File: src/rtl/pwm_compare.sv
// pwm_compare: double-buffered compare PWM driving a complementary output pair.
// Define PWM_COMPARE_DEADTIME_EN to insert dead time between out_p and out_n.
module pwm_compare #(
  parameter int BITS = 8,
  parameter int DT_BITS = 4
) (
  input  logic               clk,
  input  logic               rst,
  input  logic               ena,
  input  logic [BITS-1:0]    cnt_in,
  input  logic               ovf_in,
  input  logic [BITS-1:0]    cmp_value,
  input  logic               cmp_load,
  input  logic [DT_BITS-1:0] dead_time,
  output logic               out_p,
  output logic               out_n,
  output logic               cmp_match
);
  logic [BITS-1:0] shadow, active;
  logic pending, raw_q;
  // A load coinciding with period end bypasses the shadow and takes effect at once
  always_ff @(posedge clk or posedge rst)
    if (rst) begin
      shadow <= '0;
      active <= '0;
      pending <= 1'b0;
      raw_q <= 1'b0;
      cmp_match <= 1'b0;
    end else begin
      raw_q <= cnt_in < active;
      cmp_match <= ena & (cnt_in == active);
      if (cmp_load) shadow <= cmp_value;
      if (cmp_load & ovf_in) active <= cmp_value;
      else if (ovf_in & pending) active <= shadow;
      pending <= cmp_load ? ~ovf_in : pending & ~ovf_in;
    end
`ifdef PWM_COMPARE_DEADTIME_EN
  typedef enum logic [2:0] {OFF, P_ON, N_ON, DT_P, DT_N} state_t;
  state_t state, state_n;
  logic [DT_BITS-1:0] dtc, dtc_n;
  logic dt_zero;
  assign dt_zero = dead_time == '0;
  always_ff @(posedge clk or posedge rst)
    if (rst) begin
      state <= OFF;
      dtc <= '0;
      out_p <= 1'b0;
      out_n <= 1'b0;
    end else begin
      state <= state_n;
      dtc <= dtc_n;
      out_p <= state_n == P_ON;
      out_n <= state_n == N_ON;
    end
  // OFF behaves like N_ON so a zero dead time never parks the FSM in DT_P
  always_comb begin
    state_n = state;
    dtc_n = dtc;
    if (!ena) state_n = OFF;
    else case (state)
      OFF, N_ON: if (raw_q) begin
        state_n = dt_zero ? P_ON : DT_P;
        dtc_n = dead_time;
      end else state_n = N_ON;
      P_ON: if (!raw_q) begin
        state_n = dt_zero ? N_ON : DT_N;
        dtc_n = dead_time;
      end
      DT_P: begin
        dtc_n = dtc - 1'b1;
        state_n = !raw_q ? N_ON : dtc == DT_BITS'(1) ? P_ON : DT_P;
      end
      DT_N: begin
        dtc_n = dtc - 1'b1;
        state_n = raw_q ? P_ON : dtc == DT_BITS'(1) ? N_ON : DT_N;
      end
      default: state_n = OFF;
    endcase
  end
`else
  logic dt_unused;
  assign dt_unused = ^dead_time;
  always_ff @(posedge clk or posedge rst)
    if (rst) begin
      out_p <= 1'b0;
      out_n <= 1'b0;
    end else begin
      out_p <= ena & raw_q;
      out_n <= ena & ~raw_q;
    end
`endif
endmodule

File: config.mk
export PLATFORM = sky130hd
export DESIGN_NAME = pwm_compare
export DESIGN_NICKNAME = d
export VERILOG_FILES = /design/src/rtl/pwm_compare.sv
export SDC_FILE = /design/constraint.sdc
export NUM_CORES = 1
export LEC_CHECK = 0
export CAP_MARGIN = 10
export CORE_MARGIN = 2
export CORE_UTILIZATION = 41
export DETAILED_ROUTE_END_ITERATION = 12
export GPL_TIMING_DRIVEN = 0
export MAX_ROUTING_LAYER = met4
export PLACE_DENSITY_LB_ADDON = 0.3
export SKIP_LAST_GASP = 1
export SYNTH_ARGS = -nofsm -noshare
export SYNTH_HDL_FRONTEND = slang
export SYNTH_SLANG_ARGS = --single-unit
File: constraint.sdc
create_clock -name clk -period 1.4 [get_ports clk]
set_input_delay 0.14 -clock clk [delete_from_list [all_inputs] [get_ports clk]]
set_output_delay 0.14 -clock clk [all_outputs]
set_load 0.005 [all_outputs]
==> flow_summary.yaml <==
run_status:
  status: "finished clean"
sta:
  worst_slack_ns: 0.06116
  setup_viol: 0
  slew_violations: 0
  whs_ns: 0.1381
  tns_ns: 0
  max_clock_freq_mhz: 746.9
  post-route-period-util_pct: 95.63
  finClkSkew_ns: 0.005838
  hold_viol: 0
  slew_headroom_pct: 48.06
  worst_pin_slew_ns: 0.7783
  period_minus_slack_ns: 1.339
  rsz0062_at_grt: "true"
yosys:
  seq_area_frac_synth_pct: 55.19
  postSynthAreaPerCell_um2: 11.90
  syn_area_um2: 952.2
  yosys_warnings: 0
  synthCells: 80
  synth-seq-cells: 21
  ys_types: 18
  syn-num-nets: 113
worst_setup_path:
  startpoint: "active[1]"
  critPathCaptureType: "flop"
  cp-start-kind: "flop"
  critical_path_class: "reg -> reg"
  crit_fanout: 2
  critPathTopFamily: "compound AO/OA/AOI/OAI gates"
  cp_slowest_cell: "dfrtp_1"
  arrival_ns: 1.54
  crit_chain: "inv_2 -> ha_4 -> nor2b_4 -> o21bai_1 -> a21oi_2 -> a2111oi_2"
  path_buf_inv: 1
  critPathRequiredTime_ns: 1.60
  rr_startpoint: "active[1]"
  crit_path_max_incr_delay_ns: 0.39
die:
  ios: 28
  core_um2: 2212
  fp.dieH_um: 52.19
  row_count: 17
  dieArea_um2: 2724
  die_w_um: 52.19
  initial_core_util_pct: 43.04
finish:
  final_cell_mix: "22 x clkdlybuf4s50_1, 21 x dfrtp_1, 10 x nor2_1"
  drive_gt1_share_pct: 19.81
  area_growth_pct: 32.19
  mostFrequentLayoutCell: "clkdlybuf4s50_1"
  antenna_cells: 0
  nets: 140
  instances_no_fill: 134
global_routing:
  grt_use_total_pct: 13.59
  grt_overflow: 0
  grt_max_degree: 22
  grt_pass1_wl_mm: 2.525
  grt_pass1_vias: 617
  antenna_found_initial: 0
detailed_routing:
  wl_mm: 1.601
  drt_iter0_drc: 3
  wire_per_inst_um: 11.95
  ant_nets: 0
  dr_total_vias: 643
  post-route-drc-count: 0
  first_pass_iters: 2
  viasPerCell: 4.799
placed_design:
  gp_congestion: 0.7460
  dp_cells: 130
  dp_hpwl_mm: 1.173
  port_buffers: 22
  dp_slack_ns: -0.1752
pwr:
  p_comb_share_pct: 24.1
  p_switching_uw: 348.3
  netSwitchingFraction_pct: 26.47
  p_total_uw: 1316
  pwr-share-seq_pct: 53.9
  ir_drop_v: 0.0006356
  powerDensity_nw_per_um2: 1045
  p_leak_uw: 0.0005797
  power.share.clock_pct: 22.0
  p_int_uw: 967.4
clocking:
  clock_sinks: 21
  insertion_delay_ns: 0.30
  cts_root_buf: "clkbuf_4"
  tritoncts: "yes"
  clkTransAtPathRegs_ns: 0.12
  cts_buffers: 3
  post_cts_buffers: 0
  htree_levels: 1
  cts_hold_buf: 0
  clk_path_buf_depth: 2
hold_path:
  min_from: "cmp_load"
  holdCritPathClass: "in -> reg"
flow_run:
  drv_cap: 0
[state kept, by name, summed over array words and instances (netlist names)]
register and count:
active 8, out_n 1, cmp_match 1, pending 1, shadow 8, out_p 1, raw_q 1
[power by group through the flow]
stage	Clock, µW	Combinational [µW]	Sequential (µW)
final	290	317	709
after floorplan	0	187	715
after detailed placement	0	297	722
after global routing	327	361	718
after global placement	0	287	718
after CTS	307	301	711
[per-layer routing]
metal	track usage [%]	share of wire (%)	vias up
met4	7.692	1.6	0
met1	15.58	43	300
li1	-	-	321
met2	21.52	49	18
met5	-	0	-
met3	3.714	6.0	4
[synth_stat cells (all sizes together)]
master,count,share of area [%]
a21oi,10,5.3
nor2,10,3.9
nand4,1,0.66
mux2,9,11
nand3,1,0.53
o21ai,1,1.7
inv,9,3.5
nor2b,2,1.3
ha,8,11
nand2,2,0.79
a2111oi,1,1.6
and2,1,0.66
nor3,1,0.53
dfrtp,21,55
o21bai,1,0.79
buf,2,2.0
[worst reg2reg max path, cell delays in order (launching register included)]
cell and delay, ns:
dfrtp_1 0.39, inv_2 0.07, ha_4 0.19, nor2b_4 0.12, o21bai_1 0.18, a21oi_2 0.09
a2111oi_2 0.20
[metrics by stage]
step                      area (µm²)  utilization (%)
after floorplan                952.2                -
after global placement          1207            54.58
after detailed placement        1207            54.58
after CTS                       1235            55.83
after global routing            1259            56.90
final                           1259            56.90
[final timing paths]
kind	to	slack, ns	depth (start not counted)
setup / recovery	raw_q	0.06	6
hold / removal	pending	0.14	3
setup reg to reg	raw_q	0.06	6
hold reg to reg	out_n	0.42	1
max in group asynchronous	out_p	0.65	2
min in group asynchronous	shadow[2]	0.27	2
[kinds of logic after synthesis]
family	count (synthesis)	share of synthesized area [%]
compound gates	13	9.330
fa+ha+maj	8	10.51
simple gates	18	8.410
buf+inv	11	5.519
mux	9	11.04
flops	21	55.19
[repair_timing]
| item | 4_1_cts | 5_1_grt |
|---|---|---|
| endpoints found under the setup margin | 0 | 1 |
| endpoints found under the hold margin | 0 | 0 |
| gates resized for setup | 0 | 4 |
[cell type report]
cell class / count / area (µm²)
fill: 208 / 953.4
sequential: 21 / 525.5
multi-input combinational: 48 / 397.9
timing repair buffer: 22 / 220.2
tap: 28 / 35.03
inverter: 9 / 33.78
clock buffer: 3 / 22.52
buffer: 2 / 18.77
clock inverter: 1 / 5.005
(Power assumes the default switching activity.)
